### src/rtl/modexp_arbiter.sv
// Round-robin arbiter/sequencer that shares one mod_exp unit between keygen, sign_gen and verify.
// Latches the winner's operands, runs mod_exp under a watchdog and returns done/err to the owner.
module modexp_arbiter #(
    parameter int LEN     = 32,
    parameter int N_REQ   = 3,
    parameter int TIMEOUT = 4096
) (
    input  logic                 clk,
    input  logic                 rst,
    input  logic [N_REQ-1:0]     req,
    input  logic [N_REQ*LEN-1:0] req_base,
    input  logic [N_REQ*LEN-1:0] req_exp,
    input  logic [N_REQ*LEN-1:0] req_mod,
    output logic [N_REQ-1:0]     grant,
    output logic [N_REQ-1:0]     done,
    output logic [N_REQ-1:0]     err,
    output logic [LEN-1:0]       result,
    output logic                 busy,
    output logic                 exp_rst,
    output logic                 exp_start,
    output logic [LEN-1:0]       exp_base,
    output logic [LEN-1:0]       exp_exp,
    output logic [LEN-1:0]       exp_mod,
    input  logic [LEN-1:0]       exp_out,
    input  logic                 exp_done
);

    localparam int OW = (N_REQ > 1) ? $clog2(N_REQ) : 1;

    typedef enum logic [1:0] {
        S_IDLE,
        S_LOAD,
        S_RUN,
        S_RESP
    } state_t;

    state_t             r_state;
    logic [OW-1:0]      r_owner;
    logic [OW-1:0]      r_rr_ptr;
    logic [15:0]        r_timer;
    logic [N_REQ-1:0]   r_grant;
    logic [N_REQ-1:0]   r_done;
    logic [N_REQ-1:0]   r_err;
    logic [LEN-1:0]     r_result;
    logic               r_exp_rst;
    logic               r_exp_start;
    logic [LEN-1:0]     r_exp_base;
    logic [LEN-1:0]     r_exp_exp;
    logic [LEN-1:0]     r_exp_mod;

    logic [LEN-1:0]     w_base [N_REQ];
    logic [LEN-1:0]     w_exp  [N_REQ];
    logic [LEN-1:0]     w_mod  [N_REQ];
    logic [OW-1:0]      w_cand [N_REQ];
    logic               w_found;
    logic [OW-1:0]      w_pick;
    logic [N_REQ-1:0]   w_owner_oh;

    // w_cand[gi] is the requester examined gi+1 steps after the last served one
    generate
        for (genvar gi = 0; gi < N_REQ; gi++) begin : g_slice
            assign w_base[gi] = req_base[gi*LEN +: LEN];
            assign w_exp[gi]  = req_exp[gi*LEN +: LEN];
            assign w_mod[gi]  = req_mod[gi*LEN +: LEN];
            assign w_cand[gi] = OW'((int'(r_rr_ptr) + gi + 1) % N_REQ);
        end
    endgenerate

    always_comb begin
        w_found = 1'b0;
        w_pick  = '0;
        for (int k = 0; k < N_REQ; k++) begin
            if (!w_found && req[w_cand[k]]) begin
                w_found = 1'b1;
                w_pick  = w_cand[k];
            end
        end
    end

    assign w_owner_oh = N_REQ'(1) << r_owner;

    always_ff @(posedge clk or negedge rst) begin
        if (!rst) begin
            r_state     <= S_IDLE;
            r_owner     <= '0;
            r_rr_ptr    <= OW'(N_REQ - 1);
            r_timer     <= '0;
            r_grant     <= '0;
            r_done      <= '0;
            r_err       <= '0;
            r_result    <= '0;
            r_exp_rst   <= 1'b1;
            r_exp_start <= 1'b0;
            r_exp_base  <= '0;
            r_exp_exp   <= '0;
            r_exp_mod   <= '0;
        end else begin
            r_done <= '0;
            r_err  <= '0;
            case (r_state)
                S_IDLE: begin
                    r_exp_rst   <= 1'b1;
                    r_exp_start <= 1'b0;
                    r_grant     <= '0;
                    if (w_found) begin
                        r_owner    <= w_pick;
                        r_grant    <= N_REQ'(1) << w_pick;
                        r_exp_base <= w_base[w_pick];
                        r_exp_exp  <= w_exp[w_pick];
                        r_exp_mod  <= w_mod[w_pick];
                        r_timer    <= '0;
                        r_state    <= S_LOAD;
                    end
                end
                S_LOAD: begin
                    r_exp_rst   <= 1'b0;
                    r_exp_start <= 1'b1;
                    r_timer     <= '0;
                    r_state     <= S_RUN;
                end
                S_RUN: begin
                    // completion outranks both abort and watchdog in the same cycle
                    if (exp_done) begin
                        r_result    <= exp_out;
                        r_done      <= w_owner_oh;
                        r_exp_start <= 1'b0;
                        r_state     <= S_RESP;
                    end else if (!req[r_owner]) begin
                        r_exp_rst   <= 1'b1;
                        r_exp_start <= 1'b0;
                        r_grant     <= '0;
                        r_state     <= S_IDLE;
                    end else if (r_timer == 16'(TIMEOUT - 1)) begin
                        r_err       <= w_owner_oh;
                        r_exp_rst   <= 1'b1;
                        r_exp_start <= 1'b0;
                        r_grant     <= '0;
                        r_rr_ptr    <= r_owner;
                        r_state     <= S_IDLE;
                    end else begin
                        r_timer <= r_timer + 16'd1;
                    end
                end
                S_RESP: begin
                    r_grant   <= '0;
                    r_rr_ptr  <= r_owner;
                    r_exp_rst <= 1'b1;
                    r_state   <= S_IDLE;
                end
                default: r_state <= S_IDLE;
            endcase
        end
    end

    assign grant     = r_grant;
    assign done      = r_done;
    assign err       = r_err;
    assign result    = r_result;
    assign busy      = (r_state != S_IDLE);
    assign exp_rst   = r_exp_rst;
    assign exp_start = r_exp_start;
    assign exp_base  = r_exp_base;
    assign exp_exp   = r_exp_exp;
    assign exp_mod   = r_exp_mod;

endmodule

### config.mk
export PLATFORM = sky130hd
export DESIGN_NAME = modexp_arbiter
export DESIGN_NICKNAME = d
export VERILOG_FILES = /design/src/rtl/modexp_arbiter.sv
export SDC_FILE = /design/constraint.sdc
export NUM_CORES = 1
export LEC_CHECK = 0
export ABC_AREA = 1
export CAP_MARGIN = 20
export CORE_MARGIN = 4
export CORE_UTILIZATION = 28
export CTS_BUF_LIST = sky130_fd_sc_hd__clkbuf_4 sky130_fd_sc_hd__clkbuf_8
export CTS_CLUSTER_SIZE = 8
export DETAILED_ROUTE_END_ITERATION = 16
export PLACE_DENSITY = 0.63
export SETUP_SLACK_MARGIN = 0.1
export SYNTH_ARGS = -nofsm -noshare
export SYNTH_HDL_FRONTEND = slang
export SYNTH_SLANG_ARGS = --single-unit
### constraint.sdc
create_clock -name clk -period 5.45 [get_ports clk]
set_input_delay 0.8175 -clock clk [delete_from_list [all_inputs] [get_ports clk]]
set_output_delay 0.8175 -clock clk [all_outputs]
set_load 0.02 [all_outputs]
==> flow_metrics.env <==
export IMPL_dpl_hpwl_um=25600
export IMPL_synth_most_common_cell="nand2_1"
export IMPL_setup_ws_ns=2.09
export IMPL_port_buffers=465
export IMPL_status="complete, no violations"
export IMPL_drc=0
export IMPL_die_h_um=188
export IMPL_grt_pass1_wl_um=53700
export IMPL_start_util_pct=28.5
export IMPL_grt_max_degree=91
export IMPL_tns_ns=0
export IMPL_slew_violations=0
export IMPL_peakVddDrop_mv=0.690
export IMPL_first_iter_violations=387
export IMPL_yosys_warnings=0
export IMPL_clkSinkCount=161
export IMPL_finClkSkew_ns=0.0127
export IMPL_grt_remaining_overflow=0
export IMPL_worst_setup_hold_path_clk_slew_ns=0.10
export IMPL_synth_ff_type="dfrtp_1"
export IMPL_grt_antenna_before_repair=0
export IMPL_drive_gt1_share_pct=6.05
export IMPL_synthTopCellsByArea="dfrtp_1, nand2_1, a21oi_1"
export IMPL_first_global_vias=9396
export IMPL_holdBufCountCts=0
export IMPL_core_um2=31800
export IMPL_finalCritPeriodShare_pct=61.6
export IMPL_final_nets=1971
export IMPL_grt_usage_pct=19.2
export IMPL_crit_arrival_ns=3.73
export IMPL_r2r_slack_ns=2.09
export IMPL_required_ns=5.82
export IMPL_num_vias=9656
export IMPL_root_buffer="clkbuf_8"
export IMPL_r2r_end="exp_mod[21]"
export IMPL_cp_max_fo=90
export IMPL_synth_top_area_share_pct=43.8
export IMPL_syn_num_nets=1550
export IMPL_r2r_start="r_rr_ptr[0]"
export IMPL_final_hold_viol_count=0
export IMPL_leakagePower_nw=6.61
export IMPL_fmax_mhz=298
export IMPL_syn_area_um2=9080
export IMPL_dr_pass1_iters=5
export IMPL_min_period_ns=3.36
export IMPL_clockBufferDepth=2
export IMPL_die_x_um=188
export IMPL_nFillCells=3143
export IMPL_areaGrowthSynthToFinish_pct=59.2
export IMPL_rows=65
export IMPL_place_ws_ns=1.67
export IMPL_synth_edff_count=0
export IMPL_numCtsBuffers=17
export IMPL_setup_viol=0
export IMPL_syn_avg_cell_area_um2=7.45
export IMPL_gp_congestion=0.904
export IMPL_netlist_instances=1219
export IMPL_diodes=0
export IMPL_ios=466
export IMPL_min_path_type="in -> async"
export IMPL_power_density_nw_per_um2=600
export IMPL_worstMarginPinSlew_ns=0.997
export IMPL_htree_levels=4
export IMPL_crit_type="reg -> reg"
export IMPL_ff2ff_path_depth=14
export IMPL_cap_violations=0
export IMPL_routed_wl_um=35100
export IMPL_synth_common_cells="nand2_1, inv_1, dfrtp_1, a21oi_1, nand3_1"
export IMPL_ctsResizeCount=0
export IMPL_synth_largest_area_cell="dfrtp_1"
export IMPL_antenna_left=0
export IMPL_worstSkewPairLatency_ns=0.48
export IMPL_avgRoutedWirePerCell_um=16.8
export IMPL_synth_cell_types=31
export IMPL_worstSetupStartpointType="register"
export IMPL_cts_setup_buffers=0
export IMPL_cts_tree="yes"
export IMPL_seq_area_frac_synth_pct=44.4
export IMPL_rsz0062_at_grt="no"
export IMPL_slew_headroom_pct=33.5
export IMPL_drt_vias_per_instance=4.62
export IMPL_end_kind="register"
export IMPL_die_area_um2=35400
export IMPL_ys_seq_elements=161
export IMPL_async_reset_ff_share_pct=100
==> logic make-up (layout without fill, tap and decap cells) <==
family | count (synthesis) | in the layout | synth area share (%)
xor+xnor | 6 | 6 | 0.579
mux | 32 | 32 | 3.97
compound gates | 224 | 224 | 13.8
fa+ha+maj | 5 | 5 | 0.689
buf+inv | 246 | 680 | 11.3
simple gates | 545 | 545 | 25.3
flops | 161 | 161 | 44.4
==> layer usage <==
metal | vias to the layer above | global-route usage, % | part of all wire, %
met5 | - | 0 | 0
met4 | 0 | 6.61 | 2.7
met3 | 48 | 5.71 | 7.2
met2 | 339 | 32.9 | 50
met1 | 4512 | 22.9 | 41
li1 | 4757 | - | -
==> layout by cell type, fill, tap and decap left out, drive strengths merged, types with 8 or more instances in the layout <==
cell type / n
dfrtp: 159
o21ai: 25
nor2: 124
mux2: 32
inv: 176
nand3: 127
clkbuf: 19
buf: 12
or2: 8
clkdlybuf4s50: 464
o211ai: 49
a21oi: 149
nand2: 271
==> flip-flops by register name, summed over array words and instances, names as in the netlist <==
signal and cells:
exp_base 32, exp_exp 32, exp_mod 32, result 32, r_timer 16, done 3, err 3, grant 3
r_owner 2, r_rr_ptr 2, r_state 2, exp_rst 1, exp_start 1
==> power breakdown <==
| group | total [mW] | leakage (nW) | switching, mW | internal (mW) |
|---|---|---|---|---|
| logic | 5.62 | 4.46 | 3.49 | 2.13 |
| clock network | 0.982 | 0.213 | 0.503 | 0.479 |
| registers | 2.06 | 1.94 | 0.297 | 1.76 |
==> cell type report <==
type                       count  area, um^2  share of cell area (%)
clock buffer                  19         255                    1.77
clock inverter                13         174                    1.20
inverter                     172         651                    4.50
multi-input combinational    812        4030                    27.9
sequential                   161        4030                    27.9
tap                          435         544                    3.77
timing repair buffer         476        4760                    33.0
==> stage by stage <==
stage | utilization (%) | power (mW) | cell area (um^2) | hold slack, ns | std cells
finish | 45.4 | 8.66 | 14400 | 0.344 | 2088
global route | 45.4 | 9.37 | 14400 | 0.383 | 2088
CTS | 45.4 | 8.79 | 14400 | 0.361 | 2088
detailed placement | 44.1 | 7.77 | 14000 | 0.464 | 2056
global placement | 44.1 | 7.69 | 14000 | 0.452 | 2056
floorplan | - | 5.61 | 9080 | 0.456 | 1219
==> critical path, stage by stage (launching register included) <==
cell      delay (ns)
dfrtp_1         0.41
inv_1           0.08
ha_1            0.42
inv_2           0.08
nand2_1         0.06
nand3_1         0.08
nand2_2         0.13
nand2_1         0.10
nor2_4          0.12
nand2_2         0.08
nand2_4         0.63
buf_4           0.60
nand2_1         0.12
o211ai_1        0.11
nand2_1         0.08
==> worst max path at each step <==
| stage | startpoint | end | slack, ns | cells past startpoint |
|---|---|---|---|---|
| 6_report | r_rr_ptr[0] | exp_mod[21] | 2.09 | 14 |
| 5_1_grt | r_rr_ptr[0] | exp_mod[6] | 1.74 | 14 |
| 4_1_cts | r_rr_ptr[0] | exp_exp[2] | 2.13 | 14 |
| 3_5_place_dp | req[2] | exp_base[24] | 1.67 | 10 |
| 3_3_place_gp | req[2] | exp_base[28] | 1.80 | 10 |
| 2_1_floorplan | r_rr_ptr[1] | exp_exp[14] | 3.33 | 13 |
No activity file was read; power rests on OpenSTA's default activity.
